<file path="src/rtl/cla_operand_gen.sv">
// Operand source for the CLA self-test: four carry-chain corner vectors, then
// per-lane Galois LFSR vectors, presented through a fully registered valid/ready port.
module cla_operand_gen #(
  parameter int unsigned w      = 128,
  parameter logic [31:0] SEED_A = 32'h1,
  parameter logic [31:0] SEED_B = 32'h2,
  parameter int unsigned NVEC   = 0
) (
  input  logic         clk,
  input  logic         rstn,
  input  logic         en,
  input  logic         out_ready,
  output logic         out_valid,
  output logic [w-1:0] out_a,
  output logic [w-1:0] out_b,
  output logic         out_cin,
  output logic [31:0]  out_idx,
  output logic         done
);
  localparam int unsigned LANES    = w / 32;
  localparam logic [31:0] LAST_IDX = 32'(NVEC - 1);
  localparam logic [31:0] POLY     = 32'h80200003;

  typedef enum logic [1:0] {IDLE, RUN, DONE} state_t;

  // Lane k seed is base ^ (k << shift); a zero result would lock the LFSR, so use 1.
  function automatic logic [w-1:0] seed_vec(input logic [31:0] base, input int unsigned shift);
    logic [w-1:0] v;
    logic [31:0]  s;
    v = '0;
    for (int k = 0; k < LANES; k++) begin
      s = base ^ (32'(k) << shift);
      v[32*k +: 32] = (s == 32'h0) ? 32'h1 : s;
    end
    return v;
  endfunction

  function automatic logic [w-1:0] step_vec(input logic [w-1:0] v);
    logic [w-1:0] r;
    logic [31:0]  s;
    r = '0;
    for (int k = 0; k < LANES; k++) begin
      s = v[32*k +: 32];
      r[32*k +: 32] = s[0] ? ((s >> 1) ^ POLY) : (s >> 1);
    end
    return r;
  endfunction

  localparam logic [w-1:0] SEED_VA = seed_vec(SEED_A, 0);
  localparam logic [w-1:0] SEED_VB = seed_vec(SEED_B, 8);

  state_t       state;
  logic [w-1:0] lfsr_a, lfsr_b, a_nxt, b_nxt, load_a, load_b;
  logic [31:0]  vec_idx;
  logic         cur_rand, wrapped, xfer, last_xfer, load, load_rand, load_cin;

  // The LFSRs hold the next random vector; they step only when a random vector leaves.
  always_comb begin
    xfer      = out_valid & out_ready;
    last_xfer = xfer && (NVEC != 0) && (out_idx == LAST_IDX);
    load      = en && ((state == IDLE) || (state == RUN && xfer && !last_xfer));
    a_nxt     = (xfer && cur_rand) ? step_vec(lfsr_a) : lfsr_a;
    b_nxt     = (xfer && cur_rand) ? step_vec(lfsr_b) : lfsr_b;
    load_rand = wrapped || (vec_idx > 32'd3);
    load_a    = a_nxt;
    load_b    = b_nxt;
    load_cin  = a_nxt[0] ^ b_nxt[0];
    if (!load_rand) begin
      case (vec_idx[1:0])
        2'd0: begin load_a = '0; load_b = '0; load_cin = 1'b0; end
        2'd1: begin load_a = '1; load_b = '0; load_cin = 1'b1; end
        2'd2: begin load_a = '1; load_b = '1; load_cin = 1'b1; end
        default: begin
          load_a   = {LANES{32'h55555555}};
          load_b   = {LANES{32'hAAAAAAAA}};
          load_cin = 1'b1;
        end
      endcase
    end
  end

  always_ff @(posedge clk or negedge rstn) begin
    if (!rstn) begin
      state     <= IDLE;
      out_valid <= 1'b0;
      out_a     <= '0;
      out_b     <= '0;
      out_cin   <= 1'b0;
      out_idx   <= '0;
      done      <= 1'b0;
      lfsr_a    <= SEED_VA;
      lfsr_b    <= SEED_VB;
      vec_idx   <= '0;
      cur_rand  <= 1'b0;
      wrapped   <= 1'b0;
    end else begin
      lfsr_a <= a_nxt;
      lfsr_b <= b_nxt;
      case (state)
        IDLE: if (en) state <= RUN;
        RUN: begin
          if (last_xfer) begin
            state     <= DONE;
            out_valid <= 1'b0;
            done      <= 1'b1;
          end else if (xfer && !en) begin
            state     <= IDLE;
            out_valid <= 1'b0;
          end
        end
        DONE: state <= DONE;
        default: state <= IDLE;
      endcase
      // Corners appear only on the first pass; once the index wraps they never return.
      if (load) begin
        out_valid <= 1'b1;
        out_a     <= load_a;
        out_b     <= load_b;
        out_cin   <= load_cin;
        out_idx   <= vec_idx;
        cur_rand  <= load_rand;
        vec_idx   <= vec_idx + 32'd1;
        if (vec_idx == 32'hFFFFFFFF) wrapped <= 1'b1;
      end
    end
  end

endmodule

</file>
<file path="config.mk">
export PLATFORM = sky130hd
export DESIGN_NAME = cla_operand_gen
export DESIGN_NICKNAME = d
export VERILOG_FILES = /design/src/rtl/cla_operand_gen.sv
export SDC_FILE = /design/constraint.sdc
export NUM_CORES = 1
export LEC_CHECK = 0
export CORE_MARGIN = 5
export CORE_UTILIZATION = 55
export DETAILED_ROUTE_END_ITERATION = 8
export MAX_ROUTING_LAYER = met4
export PLACE_DENSITY = 0.79
export SYNTH_ARGS = -nofsm -noshare
export SYNTH_HDL_FRONTEND = slang
export SYNTH_SLANG_ARGS = --single-unit
</file>
<file path="constraint.sdc">
create_clock -name clk -period 2.8 [get_ports clk]
set_input_delay 0.56 -clock clk [delete_from_list [all_inputs] [get_ports clk]]
set_output_delay 0.56 -clock clk [all_outputs]
set_load 0.03 [all_outputs]
</file>
* Word-level counts from Yosys, hierarchy flattened
Index checks and enable logic that the tools add are counted.
Word-level totals: memory bits (writable) 0, latch bits 0, word-level logic and storage cells 68, memories 0, bits in registers 582, input bits 4, output and inout port bits 291, bits in read-only memories 0
Cells by class: reduce and logical (&&, ||, !) cells 16, $lt $le $gt $ge 1, $add $sub $neg 1, equal/unequal tests 7, bitwise operators 10, multiplexer cells 22, divide/modulo/power cells 0, $mul 0, shift-type cells 0
Operators with widths (count):
- 2-to-1 mux 128 bit | 4
- one-hot mux 128 bit (2 select lines) | 2
- 2-to-1 mux 32 bit | 8
- adder 32 x 1 -> 32 bit, second input constant | 1
- == test 32 bit, second input constant | 1
- > comparator 32 x 2 -> 1 bit, second input constant | 1
- NOT 3 -> 4 bit | 8
- one-hot mux 2 bit (3 select lines) | 1
- AND reduction 2 bit | 3
- 2-to-1 mux 1 bit | 5
- == test 2 x 1 -> 1 bit, second input constant | 2
- == test 2 bit, second input constant | 2
- logical AND 1 bit | 4
- zero test 2 bit | 2
- 2-to-1 mux 2 bit | 2
- nonzero test 2 bit | 2
- OR reduction 2 bit | 2
- logical OR 1 bit | 2
- != test 2 x 1 -> 1 bit, second input constant | 1
- != test 2 bit, second input constant | 1
- AND 1 bit | 1
- zero test 1 bit | 1
- XOR 1 bit | 1

* Logic depth before layout (Yosys ltp)
Gate-level depths: netlist of the first run.
depth after elaboration 6, depth in mapped cells 9, mapped depth without buffers 6

* Worst setup path before layout of the first run
OpenSTA, ideal clock, no wires.
path kind reg-to-reg, start point reg vec_idx[7], end point reg out_b[11], library setup time 0.123 ns, arrival 2.246 ns, path slack 0.432 ns, cell stages (with the launch flop) 10, data required time 2.677 ns, period minus slack after synthesis 2.368 ns, path buffers 4, path through dfrtp_1 > buf_6 > nor4_2 > nand2_1 > or4_1 > buf_2 > or4_4 > buf_6 > buf_8 > o221a_2
On the way: word-level cells in the longest chain between the ends 3
RTL lines:
- start: declaration | line 54 | logic [31:0] vec_idx;
- start signal: assignment | line 122 | vec_idx <= vec_idx + 32'd1;
- > comparator 32 x 2 -> 1 bit | line 64 | load_rand = wrapped || (vec_idx > 32'd3);
- logical OR 1 bit | line 64
- 2-to-1 mux 128 bit | line 68 | if (!load_rand) begin
- end signal: assignment | line 118 | out_b <= load_b;
- end: declaration | line 15 | output logic [w-1:0] out_b,
Every way passes these cells. A chain may end at the register's enable or synchronous reset.

* Final worst setup path of the first run
start point reg vec_idx[10], end point reg out_b[71]
The elaborated chain is that of the path after synthesis.

==> flow_summary.ini, run 1 <==
[outcome]
status = finished clean

[sta]
rsz0062_at_grt = false
slew_viol_final = 0
tightest_slew_ps = 865
period_share = 0.945
hold_viol = 0
fin_crit_ps = 2650
fin_ws_ps = 154
finalSetupViolCount = 0
finalSetupTns_ps = 0
slew_headroom = 0.421
max_freq_mhz = 378
fin_worst_skew_ps = 17.3

[detailed_routing]
vias = 17400
routed_wl_um = 59100
drt_iter0_markers = 1424
viasPerCell = 5.67
dr.pass1.iters = 6
wire_per_inst_um = 19.3
ant_nets = 0
drc = 0

[synthesis]
synth_edf_count = 0
yosysSeqAreaShare = 0.638
syn_area_per_cell_um2 = 10.2
synth-async-reset-ratio = 1.00
synthCells = 2235
synth-seq-cells = 582
synthFlopType = dfrtp_1
syn-num-nets = 2243
synth.area.top_cells = dfrtp_1 62%, nand2_1 14%, o221a_2 6.3%
synth_area_um2 = 22900
synth_top_area_cell = dfrtp_1
ys_types = 42
post-synth-top-area-fraction = 0.623
ys_warn_count = 0

[global_route]
grt_pass1_vias = 18000
grtUsageMet2 = 0.411
grt_max_degree = 88
grt-busiest-layer = met2
use_met3 = 0.0588
use_met1 = 0.368
grtUsageTotal = 0.269
globalRouteOverflowTotal = 0
grt_pass1_wl_um = 96400
antenna_found_initial = 2

[min_path]
hold_path_end = state[1]
min_from = state[0]
hold_depth = 1
hp-class = flop to flop

[setup_path]
reg2reg_to = out_b[71]
r2r-start = vec_idx[10]
path_class = flop to flop
cp_data_required_time_ps = 3330
critical_path_arrival_ps = 3170
reg2reg_slack_ps = 150
crit_path_start_kind = flop
cp_max_fo = 87
endpoint_kind = flop
reg2reg_depth = 7

[clocking]
cts_tree = yes
clk_latency_ps = 600
cts_made_buffers = 55
clock-root-buffer = clkbuf_16
cts_buffer_depth = 3
cts-htree-levels = 2
clk_pin_slew_worst_paths_ps = 70
cts_sinks = 582

[pwr]
power-per-cell-area_nw_per_um2 = 1070
cellLeakagePower_nw = 13.6
peakVddDrop_mv = 0.923

[final_layout]
final_nets = 2495
multi_input_comb_area_um2 = 7460
drive_gt1_frac = 0.127
areaGrowthSynthToFinish_pct = 24.7
final_util = 0.695
ff_latch_area_um2 = 14600
fillers = 2881

[place]
dp_hpwl_um = 37200
place.gp.congestion = 0.858
port_buffers = 293
pre_cts_ws_ps = 47.8

[floorplanning]
die_h_um = 214
rows = 74
initial_utilization = 0.557
io_pins = 295
dieWidth_um = 214
coreArea_um2 = 41000
dieArea_um2 = 45700

[job]
drv_cap = 0
-- layout make-up --
| class | instances | area share |
|---|---|---|
| flip-flops and latches | 582 | 0.512 |
| clock buffers | 75 | 0.0559 |
| repair buffers | 365 | 0.136 |
| inverters | 4 | 0.000527 |
| diodes | 2 | 0.000176 |
| multi-input cells | 1479 | 0.262 |
| clock inverters | 27 | 0.0107 |
| well taps | 532 | 0.0234 |
-- cell usage after synthesis, drive strengths merged (2+ instances only) --
library cell,instances
a21oi,2
a221o,8
and2,2
and3,12
and4,6
buf,62
clkbuf,107
dfrtp,569
dfstp,13
ha,4
inv,4
nand2,830
nand3,10
nand4,9
nor2,126
nor3,243
nor4,9
o21ai,20
o221a,128
or4,2
xnor2,50
xor2,8
-- state kept, by name, summed over array words and instances (netlist names), 2 cells and up --
signal and count:
state 2, out_b 128, vec_idx 32, out_idx 32, lfsr_b 128, lfsr_a 128, out_a 128
-- kinds of logic (layout without fill, tap and decap cells) --
| logic type | Yosys count | count (layout) | synth area share |
|---|---|---|---|
| compound gates | 161 | 161 | 0.0728 |
| xor+xnor | 58 | 58 | 0.0222 |
| fa+ha+maj | 4 | 4 | 0.00219 |
| buf+inv | 174 | 471 | 0.0378 |
| flops | 582 | 582 | 0.638 |
| mux | 1 | 1 | 0.000493 |
| other cells | 1 | 3 | 0.000164 |
| simple gates | 1254 | 1254 | 0.227 |
-- cells in the final DEF (no fill, tap or decap), drive strengths merged, types with 12 or more instances in the layout --
cell           Yosys  routed
and3              12      12
buf               62      72
clkbuf           107      75
clkdlybuf4s50      0     292
clkinv             0      16
dfrtp            569     569
dfstp             13      13
nand2            830     830
nor2             126     126
nor3             243     243
o21ai             20      20
o221a            128     128
xnor2             50      50
-- routing by layer --
layer,part of all wire,routed length [µm],vias to the layer above
met3,0.078,4600,105
li1,-,-,7951
met5,0,0,-
met2,0.47,27900,631
met1,0.42,25100,8689
met4,0.025,1500,0
-- stage by stage --
step	power, W	hold slack (ps)	cells	area [µm²]
floorplan	0.0175	264	2235	22900
global placement	0.0226	422	2961	26600
detailed placement	0.0228	436	2961	26600
CTS	0.0307	454	3064	28500
global route	0.0317	466	3066	28500
finish	0.0304	452	3066	28500
-- critical path, cell delays in order (launching register included) --
cell and delay (ps):
dfrtp_1 460, nor4_2 330, nand2_1 140, or4_1 620, buf_4 200, nand2_4 160, buf_16 330, o221a_2 270
-- report_power, final --
part           total (W)  switching [W]  internal [W]
registers         0.0119        0.00154        0.0103
logic             0.0108        0.00603       0.00476
clock network    0.00777        0.00322       0.00454
-- worst max-delay path by stage --
stage	end	slack [ps]	from
floorplan	out_b[11]	430	vec_idx[7]
global placement	out_a[53]	110	en
detailed placement	out_a[53]	50	en
global route	out_b[60]	9	vec_idx[10]
CTS	out_b[32]	180	vec_idx[10]
finish	out_b[71]	150	vec_idx[10]
-- repair_timing --
item / in CTS / in global routing
setup buffers: 0 / 0
endpoints found under the hold margin: 53 / 0
setup endpoints to repair: 0 / 6
resized for setup: 0 / 1
hold buffers: 1 / 0
Power figures use the tool's default switching activity.
==> run 2, diff against run 1 <==
CAP_MARGIN = 20   (was default)
==> results of run 2 <==
No change in the layout: final DEF, timing and power equal those of run 1.
